==> src/rtl/sdram_pkg.sv <==
// Shared SDRAM definitions: command encodings, init FSM states and default
// timing constants. The refresh and read/write stages reuse this package.
package sdram_pkg;

  // {CS_N, RAS_N, CAS_N, WE_N}
  localparam logic [3:0] CMD_NOP          = 4'b0111;
  localparam logic [3:0] CMD_PRECHARGE    = 4'b0010;
  localparam logic [3:0] CMD_AUTO_REFRESH = 4'b0001;
  localparam logic [3:0] CMD_LOAD_MODE    = 4'b0000;

  // Init FSM states
  localparam int STATE_W = 3;
  typedef logic [STATE_W-1:0] state_t;

  localparam state_t S_WAIT = 3'd0;
  localparam state_t S_PRE  = 3'd1;
  localparam state_t S_TRP  = 3'd2;
  localparam state_t S_REF  = 3'd3;
  localparam state_t S_TRFC = 3'd4;
  localparam state_t S_MRS  = 3'd5;
  localparam state_t S_TMRD = 3'd6;
  localparam state_t S_DONE = 3'd7;

  // Default timing constants
  localparam int          DEF_CLK_FREQ_MHZ = 100;
  localparam int          DEF_T_POWERUP_US = 200;
  localparam int          DEF_T_RP         = 2;
  localparam int          DEF_T_RFC        = 7;
  localparam int          DEF_T_MRD        = 2;
  localparam int          DEF_REF_NUM      = 8;
  localparam logic [12:0] DEF_MODE_REG     = 13'h032;

  // Address bit that selects "all banks" on PRECHARGE
  localparam int A_ALL_BANKS_BIT = 10;

  // Largest of three values, used to size shared delay counters
  function automatic int max3(int a, int b, int c);
    int m;
    m = a;
    if (b > m) m = b;
    if (c > m) m = c;
    return m;
  endfunction

endpackage

==> src/rtl/sdram_delay_cnt.sv <==
// Loadable down-counter. done_o is high during the last cycle of the loaded
// interval, so a value of N spaces the next command N cycles after the load.
module sdram_delay_cnt #(
  parameter int WIDTH = 3
) (
  input  logic             clk_i,
  input  logic             rst_ni,
  input  logic             load_i,
  input  logic [WIDTH-1:0] load_val_i,
  output logic             done_o
);

  logic [WIDTH-1:0] cnt_q;
  logic [WIDTH-1:0] cnt_d;

  // Load has priority; otherwise count down and park at zero
  always_comb begin
    cnt_d = cnt_q;
    if (load_i) begin
      cnt_d = load_val_i;
    end else if (cnt_q != '0) begin
      cnt_d = cnt_q - WIDTH'(1);
    end
  end

  // Counter register
  always_ff @(posedge clk_i or negedge rst_ni) begin
    if (!rst_ni) begin
      cnt_q <= '0;
    end else begin
      cnt_q <= cnt_d;
    end
  end

  assign done_o = (cnt_q == WIDTH'(1));

endmodule

==> src/rtl/sdram_init.sv <==
// SDRAM power-up initialisation: power-up wait, PRECHARGE ALL, REF_NUM
// AUTO REFRESH commands, LOAD MODE, then INIT_DONE. All outputs are
// registered from the next FSM state so each output reflects the state the
// FSM occupies in that cycle.
module sdram_init
  import sdram_pkg::*;
#(
  parameter int          CLK_FREQ_MHZ = DEF_CLK_FREQ_MHZ,
  parameter int          T_POWERUP_US = DEF_T_POWERUP_US,
  parameter int          T_RP         = DEF_T_RP,
  parameter int          T_RFC        = DEF_T_RFC,
  parameter int          T_MRD        = DEF_T_MRD,
  parameter int          REF_NUM      = DEF_REF_NUM,
  parameter logic [12:0] MODE_REG     = DEF_MODE_REG
) (
  input  logic        REF_CLK,
  input  logic        RST_N,
  output logic        CKE,
  output logic        CS_N,
  output logic        RAS_N,
  output logic        CAS_N,
  output logic        WE_N,
  output logic [12:0] A,
  output logic [1:0]  BS,
  output logic        INIT_DONE
);

  localparam int W      = CLK_FREQ_MHZ * T_POWERUP_US;
  localparam int WAIT_W = $clog2(W + 1);
  localparam int REF_W  = $clog2(REF_NUM + 1);
  localparam int DLY_W  = $clog2(max3(T_RP, T_RFC, T_MRD) + 1);

  localparam logic [WAIT_W-1:0] WAIT_END = WAIT_W'(W);
  localparam logic [REF_W-1:0]  REF_LAST = REF_W'(REF_NUM);

  state_t            state_q, state_d;
  logic [WAIT_W-1:0] wait_cnt_q, wait_cnt_d;
  logic [REF_W-1:0]  ref_cnt_q, ref_cnt_d;

  logic              dly_load;
  logic [DLY_W-1:0]  dly_val;
  logic              dly_done;
  logic              ref_more;

  logic              cke_q;
  logic [3:0]        cmd_q, cmd_d;
  logic [12:0]       addr_q, addr_d;
  logic [1:0]        bs_q;
  logic              done_q, done_d;

  // Shared spacing timer for tRP, tRFC and tMRD
  sdram_delay_cnt #(
    .WIDTH (DLY_W)
  ) u_delay (
    .clk_i      (REF_CLK),
    .rst_ni     (RST_N),
    .load_i     (dly_load),
    .load_val_i (dly_val),
    .done_o     (dly_done)
  );

  assign ref_more = (ref_cnt_q < REF_LAST);

  // Next-state logic. Command states consult the timer directly so a
  // spacing of one cycle goes command-to-command with no wait state between.
  always_comb begin
    state_d = state_q;
    case (state_q)
      S_WAIT: if (wait_cnt_q == WAIT_END) state_d = S_PRE;
      S_PRE:  state_d = dly_done ? S_REF : S_TRP;
      S_TRP:  if (dly_done) state_d = S_REF;
      S_REF: begin
        if (!dly_done)     state_d = S_TRFC;
        else if (ref_more) state_d = S_REF;
        else               state_d = S_MRS;
      end
      S_TRFC: if (dly_done) state_d = ref_more ? S_REF : S_MRS;
      S_MRS:  state_d = dly_done ? S_DONE : S_TMRD;
      S_TMRD: if (dly_done) state_d = S_DONE;
      S_DONE: state_d = S_DONE;
      default: state_d = S_WAIT;
    endcase
  end

  // Power-up wait and refresh counters, both saturating
  always_comb begin
    wait_cnt_d = wait_cnt_q;
    ref_cnt_d  = ref_cnt_q;
    if (state_q == S_WAIT && wait_cnt_q != WAIT_END) begin
      wait_cnt_d = wait_cnt_q + WAIT_W'(1);
    end
    if (state_d == S_REF && ref_more) begin
      ref_cnt_d = ref_cnt_q + REF_W'(1);
    end
  end

  // Reload the spacing timer whenever a command is about to be issued
  always_comb begin
    dly_load = 1'b0;
    dly_val  = '0;
    case (state_d)
      S_PRE: begin dly_load = 1'b1; dly_val = DLY_W'(T_RP);  end
      S_REF: begin dly_load = 1'b1; dly_val = DLY_W'(T_RFC); end
      S_MRS: begin dly_load = 1'b1; dly_val = DLY_W'(T_MRD); end
      default: ;
    endcase
  end

  // Decode bus command and address for the state being entered
  always_comb begin
    cmd_d  = CMD_NOP;
    addr_d = '0;
    done_d = (state_d == S_DONE);
    case (state_d)
      S_PRE: begin
        cmd_d                   = CMD_PRECHARGE;
        addr_d[A_ALL_BANKS_BIT] = 1'b1;
      end
      S_REF: cmd_d = CMD_AUTO_REFRESH;
      S_MRS: begin
        cmd_d  = CMD_LOAD_MODE;
        addr_d = MODE_REG;
      end
      default: ;
    endcase
  end

  // State, counters and registered outputs
  always_ff @(posedge REF_CLK or negedge RST_N) begin
    if (!RST_N) begin
      state_q    <= S_WAIT;
      wait_cnt_q <= '0;
      ref_cnt_q  <= '0;
      cke_q      <= 1'b0;
      cmd_q      <= CMD_NOP;
      addr_q     <= '0;
      bs_q       <= 2'b00;
      done_q     <= 1'b0;
    end else begin
      state_q    <= state_d;
      wait_cnt_q <= wait_cnt_d;
      ref_cnt_q  <= ref_cnt_d;
      cke_q      <= 1'b1;
      cmd_q      <= cmd_d;
      addr_q     <= addr_d;
      bs_q       <= 2'b00;
      done_q     <= done_d;
    end
  end

  assign CKE       = cke_q;
  assign CS_N      = cmd_q[3];
  assign RAS_N     = cmd_q[2];
  assign CAS_N     = cmd_q[1];
  assign WE_N      = cmd_q[0];
  assign A         = addr_q;
  assign BS        = bs_q;
  assign INIT_DONE = done_q;

endmodule

==> config.mk <==
export PLATFORM = sky130hd
export DESIGN_NAME = sdram_init
export DESIGN_NICKNAME = d
export VERILOG_FILES = /design/src/rtl/sdram_pkg.sv /design/src/rtl/sdram_delay_cnt.sv /design/src/rtl/sdram_init.sv
export SDC_FILE = /design/constraint.sdc
export NUM_CORES = 1
export LEC_CHECK = 0
export ABC_CLOCK_PERIOD_IN_PS = 2200
export CAP_MARGIN = 20
export CORE_MARGIN = 4
export CORE_UTILIZATION = 56
export CTS_BUF_LIST = sky130_fd_sc_hd__clkbuf_8
export DETAILED_ROUTE_END_ITERATION = 16
export GPL_TIMING_DRIVEN = 0
export PLACE_DENSITY = 0.9
export SYNTH_ARGS = -nofsm -noshare
export SYNTH_HDL_FRONTEND = slang
export SYNTH_SLANG_ARGS = --single-unit
==> constraint.sdc <==
create_clock -name REF_CLK -period 2.2 [get_ports REF_CLK]
set_input_delay 0.44 -clock REF_CLK [delete_from_list [all_inputs] [get_ports REF_CLK]]
set_output_delay 0.44 -clock REF_CLK [all_outputs]
set_load 0.05 [all_outputs]
After elaboration in Yosys (flattened, before gate mapping)
Index checks and enable logic that the tools add are counted.
{"block": "classes", "addsub": 3, "order_cmp": 1, "n_eq_ne": 14, "n_mux": 16, "reduce_logical": 7}
{"operator": "$mux W3", "n": 8}
{"operator": "$pmux W3 S8", "n": 1}
{"operator": "$eq A3 B3 Y1 const B", "n": 6}
{"operator": "$add A15 B1 Y15 const B", "n": 1}
{"operator": "$eq A15 B15 Y1 const B", "n": 1}
{"operator": "$ne A15 B15 Y1 const B", "n": 1}
{"operator": "$eq A3 B1 Y1 const B", "n": 3}
{"operator": "$eq A3 B2 Y1 const B", "n": 3}
{"operator": "$pmux W3 S3", "n": 1}
{"operator": "$mux W6", "n": 1}
{"operator": "$pmux W3 S2", "n": 1}
{"operator": "$add A4 B1 Y4 const B", "n": 1}
{"operator": "$lt A4 B4 Y1 const B", "n": 1}
{"operator": "$mux W1", "n": 4}
{"operator": "$logic_not A3 Y1", "n": 1}
{"operator": "$reduce_bool A3 Y1", "n": 1}
{"operator": "$reduce_or A3 Y1", "n": 1}
{"operator": "$sub A3 B1 Y3 const B", "n": 1}
{"operator": "$logic_and A1 B1 Y1", "n": 2}
{"operator": "$reduce_bool A2 Y1", "n": 1}
{"operator": "$reduce_or A2 Y1", "n": 1}
{"block": "word_totals", "ff_bits": 42, "inputBits": 2}

Longest topological paths before layout
Gate-level depths: netlist of run 1.
{"block": "depth", "depth_word": 8, "mapped_depth": 7}

Hierarchy
From an unflattened synthesis of run 1, not the netlist that was laid out.
{"block": "hier_totals", "cells_unflattened": 158, "area_unflattened_um2": 1674.1}
{"mod": "sdram_init", "n_inst": 1, "cells_each": 136, "area_per_inst_um2": 1455.1}
{"mod": "sdram_delay_cnt", "n_inst": 1, "cells_each": 22, "area_per_inst_um2": 219.0}

Worst setup path after synthesis of run 1
No wires, ideal clock.
{"block": "synth_path", "path_kind": "register -> register", "startpoint": "register state_q[1]", "endpoint": "register wait_cnt_q[14]", "setup_time_ns": 0.123, "t_arrival_ns": 1.509, "slack_ns": 0.569, "path_stages_with_launch": 7, "synth_period_minus_slack_ns": 1.631, "cell_sequence": "dfrtp_1 -> buf_6 -> or3_1 -> buf_6 -> nor4_4 -> nand4_1 -> xnor2_1"}
{"block": "synth_between", "elab_chain_cells": 2}
{"element": "from (decl)", "line": "sdram_init.sv:36", "text": "state_t state_q, state_d;"}
{"element": "from (signal assigned)", "line": "sdram_init.sv:140", "text": "state_q <= state_d;"}
{"element": "$logic_not A3 Y1", "line": "sdram_init.sv:89", "text": "if (state_q == S_WAIT && wait_cnt_q != WAIT_END) begin"}
{"element": "$logic_and A1 B1 Y1", "line": "sdram_init.sv:89"}
{"element": "to (signal assigned)", "line": "sdram_init.sv:141", "text": "wait_cnt_q <= wait_cnt_d;"}
{"element": "to (decl)", "line": "sdram_init.sv:37", "text": "logic [WAIT_W-1:0] wait_cnt_q, wait_cnt_d;"}
No other way between the ends.
A chain may end at the register's enable or synchronous reset.

Worst setup path after layout of run 1
{"block": "layout_path", "startpoint": "register cmd_q[1]", "endpoint": "output port CAS_N"}
{"element": "from (decl)", "line": "sdram_init.sv:46", "text": "logic [3:0] cmd_q, cmd_d;"}
{"element": "from (signal assigned)", "line": "sdram_init.sv:144", "text": "cmd_q <= cmd_d;"}
{"element": "to (decl)", "line": "sdram_init.sv:21", "text": "output logic CAS_N,"}
No word-level cell between the ends.

==> flow_summary.toml, run 1 <==
[routing]
wl_per_cell_um = 13.7
dr.pass1.iters = 4
routed_wl_um = 2880
final_antenna_net_count = 0
drt_iter0_drc = 39
vias = 1113
drc = 0
viasPerCell = 5.30

[pwr]
max-vdd-ir-drop_v = 0.000511
p_sw_w = 0.000281
p_comb_frac = 0.070
intPower_w = 0.000947
p_seq_frac = 0.480
power_leakage_nw = 0.964
p_per_area_nw_per_um2 = 617
pwr-share-clk = 0.450
sw_frac_of_total = 0.229

[hold_path]
hold_end = "wait_cnt_q[11]"
whs_path_depth = 1
hold_class = "reg2reg"
min_from = "wait_cnt_q[11]"

[clock_tree]
cts_resized = 0
clkLatencyLatePin_ns = 0.29
clkSinkCount = 32
cts_buffers = 5
cts_tree = "done"
cts_buffer_depth = 2
clk_root_buffer_cell = "clkbuf_8"
path_clk_slew_ns = 0.07
postCtsSetupBuffers = 0
ctsHoldBuffers = 0
h-tree-depth = 2

[setup_path]
reg2reg_slack_ns = 0.34
r2r_start = "u_delay.cnt_q[1]"
path_buf_inv = 1
crit_required_ns = 1.76
start_kind = "flip-flop"
cp.arrival_ns = 1.61
path_class = "reg2out"
r2r_end = "ref_cnt_q[3]"
cpPeakStageDelay_ns = 0.80
cp-end-kind = "output pin"
cp_max_fo = 1
crit_chain = "clkdlybuf4s50_1"
cp_slowest_cell = "clkdlybuf4s50_1"
crit_family = "buffers and inverters"
worst_r2r_path_depth = 6

[timing]
slew_violations = 0
rsz0062_at_grt = "no"
relSlewSlack = 0.501
fin_crit_ns = 2.05
skew_ns = 0.00671
hold_viol_final = 0
timing.setup.tns_ns = 0
fmax_ghz = 0.489
period_share = 0.930
worstMarginPinSlew_ns = 0.747
setup_viol = 0

[final_layout]
drive_gt1_frac = 0.218
fin_nets = 186
antenna_cells = 0
utilization = 0.710
syn_to_final_growth_pct = 19.1

[logic_synthesis]
yosysWarningCount = 0
netlist_area_um2 = 1670
synth-seq-area-share = 0.481
synthCells = 149
syn_area_per_cell_um2 = 11.2
synth_cell_types = 39
ys_ff_latch = 32

[outcome]
status = "complete, no violations"

[grt]
grt_first_pass_wirelength_um = 5240
track_usage = 0.171
grt_pass1_vias = 1164
grt_max_degree = 19
antenna_found_initial = 0
grt.overflow.total = 0

[die]
die_h_um = 62.6
initial_core_util = 0.596
die-area_um2 = 3920
rows = 19
ios = 23
core_area_um2 = 2810
die_w_um = 62.6

[job]
drv_cap = 0

[place]
place.gp.congestion = 0.874
dp_hpwl_um = 2140
numPortBuffers = 10
[stage by stage]
stage / power (W) / setup WS, ns / instance area [um2] / std cells / hold slack, ns
CTS: 0.00124 / 0.138 / 1990 / 210 / 0.474
detailed placement: 0.000686 / 0.386 / 1880 / 202 / 0.451
global route: 0.00128 / 0.105 / 1990 / 210 / 0.512
floorplan: 0.000665 / 0.569 / 1710 / 160 / 0.144
finish: 0.00123 / 0.155 / 1990 / 210 / 0.471
global placement: 0.000680 / 0.184 / 1850 / 201 / 0.451
[state kept, by name, indices dropped and copies added, names as in the netlist]
| signal | flops |
|---|---|
| wait_cnt_q | 15 |
| ref_cnt_q | 4 |
| cmd_q | 3 |
| state_q | 3 |
| u_delay.cnt_q | 3 |
| A | 2 |
| CKE | 1 |
| INIT_DONE | 1 |
[final cells by class]
| class | instances | area, um2 |
|---|---|---|
| Tap cell | 31 | 38.8 |
| Inverter | 7 | 26.3 |
| Fill cell | 203 | 815 |
| Timing Repair Buffer | 11 | 128 |
| Sequential cell | 32 | 805 |
| Buffer | 17 | 135 |
| Clock inverter | 3 | 42.5 |
| Multi-Input combinational cell | 104 | 747 |
| Clock buffer | 5 | 68.8 |
[layer usage]
metal / track usage / vias up / part of all wire
met4: 0.0854 / 0 / 0.018
met1: 0.198 / 534 / 0.41
met5: 0 / - / 0
li1: - / 544 / -
met3: 0.0737 / 6 / 0.066
met2: 0.270 / 29 / 0.50
[power groups by stage]
| stage | clock network, W | registers [W] | logic, W |
|---|---|---|---|
| floorplan | 0 | 0.000604 | 0.0000612 |
| CTS | 0.000566 | 0.000590 | 0.0000856 |
| global placement | 0 | 0.000601 | 0.0000790 |
| detailed placement | 0 | 0.000601 | 0.0000856 |
| finish | 0.000552 | 0.000590 | 0.0000860 |
| global route | 0.000596 | 0.000589 | 0.0000911 |
[logic make-up after synthesis]
logic type,count (synthesis),share of synthesized area
and+or+nand+nor,55,0.210
DFF,32,0.481
buffers and inverters,24,0.0966
xor gates and xnor gates,18,0.0943
AOI/OAI and AO/OA,9,0.0487
adders and majority gates,6,0.0449
muxes,3,0.0195
other,2,0.00449
[how the worst max path moves through the flow]
stage	startpoint	to	cells past startpoint
3_5_place_dp	u_delay.cnt_q[1]	ref_cnt_q[3]	6
6_report	cmd_q[1]	CAS_N	1
5_1_grt	cmd_q[1]	CAS_N	1
4_1_cts	cmd_q[1]	CAS_N	1
3_3_place_gp	RST_N	u_delay.cnt_q[1]	1
2_1_floorplan	state_q[1]	wait_cnt_q[14]	6
[synthesized netlist by cell type]
cell | instances | area (um2)
or4bb_1 | 2 | 22.5
nor4_1 | 1 | 6.26
or2_2 | 1 | 6.26
or4b_1 | 1 | 10.0
nor4b_1 | 2 | 17.5
nor2b_1 | 1 | 6.26
or3_1 | 1 | 6.26
mux2_2 | 2 | 22.5
buf_6 | 2 | 22.5
nand2b_1 | 1 | 6.26
xor2_1 | 3 | 26.3
and3_4 | 1 | 11.3
a21o_1 | 1 | 7.51
xnor2_1 | 15 | 131
dfrtp_1 | 29 | 726
nand3_1 | 10 | 50.1
conb_1 | 2 | 7.51
ha_1 | 6 | 75.1
o311ai_2 | 1 | 16.3
nor2_2 | 1 | 6.26
mux2i_1 | 1 | 10.0
and3_1 | 5 | 31.3
a41o_1 | 1 | 10.0
nor4b_4 | 1 | 23.8
nand4_1 | 6 | 37.5
o211ai_1 | 1 | 7.51
dfstp_2 | 3 | 78.8
nand2_1 | 9 | 33.8
nor4_4 | 1 | 21.3
a221o_1 | 1 | 10.0
o21bai_1 | 1 | 7.51
nor2_1 | 8 | 30.0
inv_1 | 6 | 22.5
nor3b_1 | 1 | 7.51
inv_2 | 1 | 3.75
and4_1 | 2 | 17.5
buf_4 | 15 | 113
a21oi_1 | 2 | 10.0
a211oi_2 | 1 | 12.5
[cell usage in the layout (no fill, tap or decap), types with 6 or more instances in the layout]
cell and instances:
dfrtp_1 29, inv_1 6, nor2_1 8, nand3_1 10, nand2_1 9, conb_1 13
clkdlybuf4s50_1 10, nand4_1 6, ha_1 6, xnor2_1 15, buf_4 15
(Power assumes the default switching activity.)
==> inputs of run 2 (changes only) <==
- CORE_UTILIZATION: 56 -> 32
- PLACE_DENSITY: 0.9 -> 0.6
==> flow_summary.toml, run 2 (same netlist as run 1, synthesis figures left out) <==
[place]
place_area_um2 = 1900
dp_hpwl_um = 2050
numPortBuffers = 10
place.gp.congestion = 0.764
dp_cells = 240

[pwr]
p_per_area_nw_per_um2 = 547
p_sw_w = 0.000263
p_comb_frac = 0.073
pwr-share-clk = 0.381
power_leakage_nw = 0.950
p_seq_frac = 0.546
max-vdd-ir-drop_v = 0.000197
intPower_w = 0.000817
sw_frac_of_total = 0.244

[hold_path]
hold_class = "in2async"

[final_layout]
top_regs = "wait_cnt_q x15, ref_cnt_q x4"
utilization = 0.389
drive_gt1_frac = 0.202
final_common_cell = "dfrtp_1"
final_cells = 248
registers.top_by_ff_count = "wait_cnt_q"
final_cell_mix = "dfrtp_1, buf_4, xnor2_1"
syn_to_final_growth_pct = 18.2
antenna_cells = 0
fin_nets = 185
largest_register_ff_count = 15
stdcell_area_um2 = 1980

[setup_path]
crit_family = "buffers and inverters"
start_kind = "flip-flop"
cp-end-kind = "output pin"
path_buf_inv = 1
crit_required_ns = 1.76
cpPeakStageDelay_ns = 0.79
crit_chain = "clkdlybuf4s50_1"
cp.arrival_ns = 1.58
cp_max_fo = 1
path_class = "reg2out"
cp_slowest_cell = "clkdlybuf4s50_1"

[clock_tree]
clkSinkCount = 32
h-tree-depth = 2
cts_buffers = 5
clkLatencyLatePin_ns = 0.28
cts_tree = "done"
clk_root_buffer_cell = "clkbuf_8"
ctsHoldBuffers = 0
path_clk_slew_ns = 0.06
cts_resized = 0
postCtsSetupBuffers = 0
cts_buffer_depth = 2

[timing]
relSlewSlack = 0.535
fin_crit_ns = 2.02
setup_viol = 0
rsz0062_at_grt = "no"
fmax_ghz = 0.495
hold_slack_ns = 0.208
timing.setup.tns_ns = 0
period_share = 0.918
slew_violations = 0
hold_viol_final = 0
skew_ns = 0.00375
worstMarginPinSlew_ns = 0.697

[die]
die-area_um2 = 6440
initial_core_util = 0.329
die_w_um = 80.3
rows = 26
core_area_um2 = 5070
ios = 23
die_h_um = 80.3

[grt]
grt.overflow.total = 0
grt_pass1_vias = 1018
track_usage = 0.0983
grt_first_pass_wirelength_um = 4710
grt_max_degree = 33
antenna_found_initial = 0

[outcome]
status = "complete, no violations"

[job]
drv_cap = 0

[routing]
routed_wl_um = 2820
drt_iter0_drc = 91
final_antenna_net_count = 0
wl_per_cell_um = 11.4
vias = 1088
drc = 0
viasPerCell = 4.39
dr.pass1.iters = 4
[run 2: cell types whose count changed in the layout (fill, tap and decap cells not counted)]
cell	previous run	this run
buf_16	1	0
buf_2	0	1
bufinv_16	1	0
clkdlybuf4s50_1	10	9
clkinv_2	1	0
clkinvlp_4	1	0
inv_1	6	9
[run 2: cell type report]
type	instances	area (um2)
repair buffers	10	95.1
well taps	70	87.6
multi-input cells	104	747
inverters	7	26.3
plain buffers	17	135
flip-flops and latches	32	805
clock inverters	3	11.3
clock buffers	5	68.8
fillers	534	3100
[run 2: metrics by stage]
stage	setup WS [ns]	total power [W]
final	0.181	0.00108
after global routing	0.114	0.00113
after CTS	0.163	0.00110
after detailed placement	0.268	0.000680
after global placement	0.0148	0.000681
after floorplan	0.569	0.000665
[run 2: routing by layer]
layer,vias to the layer above,part of all wire,track usage
met5,-,0,0
met4,0,0.025,0.0557
met3,6,0.057,0.0336
met2,31,0.45,0.144
met1,511,0.47,0.125
li1,540,-,-
[run 2: final timing paths]
check	start	end	slack (ns)	cells after the start
worst max-delay path	cmd_q[0]	WE_N	0.18	1
worst min-delay path	RST_N	wait_cnt_q[13]	0.21	1
worst max register to register	wait_cnt_q[0]	u_delay.cnt_q[1]	0.31	6
worst min register to register	wait_cnt_q[11]	wait_cnt_q[11]	0.46	1
max in group asynchronous	RST_N	INIT_DONE	1.54	1
min in group REF_CLK	wait_cnt_q[11]	wait_cnt_q[11]	0.46	1
[run 2: worst register-to-register path: stages (launching register included)]
cell and delay (ns):
dfrtp_1 0.43, inv_1 0.08, ha_1 0.13, nor3b_1 0.28, nand4_1 0.29, a21oi_1 0.40, a221o_1 0.22
[run 2: power by group through the flow]
stage	registers (W)	clock network (W)	logic, W
after global placement	0.000601	0	0.0000804
after CTS	0.000590	0.000430	0.0000797
final	0.000590	0.000411	0.0000791
after detailed placement	0.000601	0	0.0000796
after global routing	0.000589	0.000456	0.0000840
after floorplan	0.000604	0	0.0000612
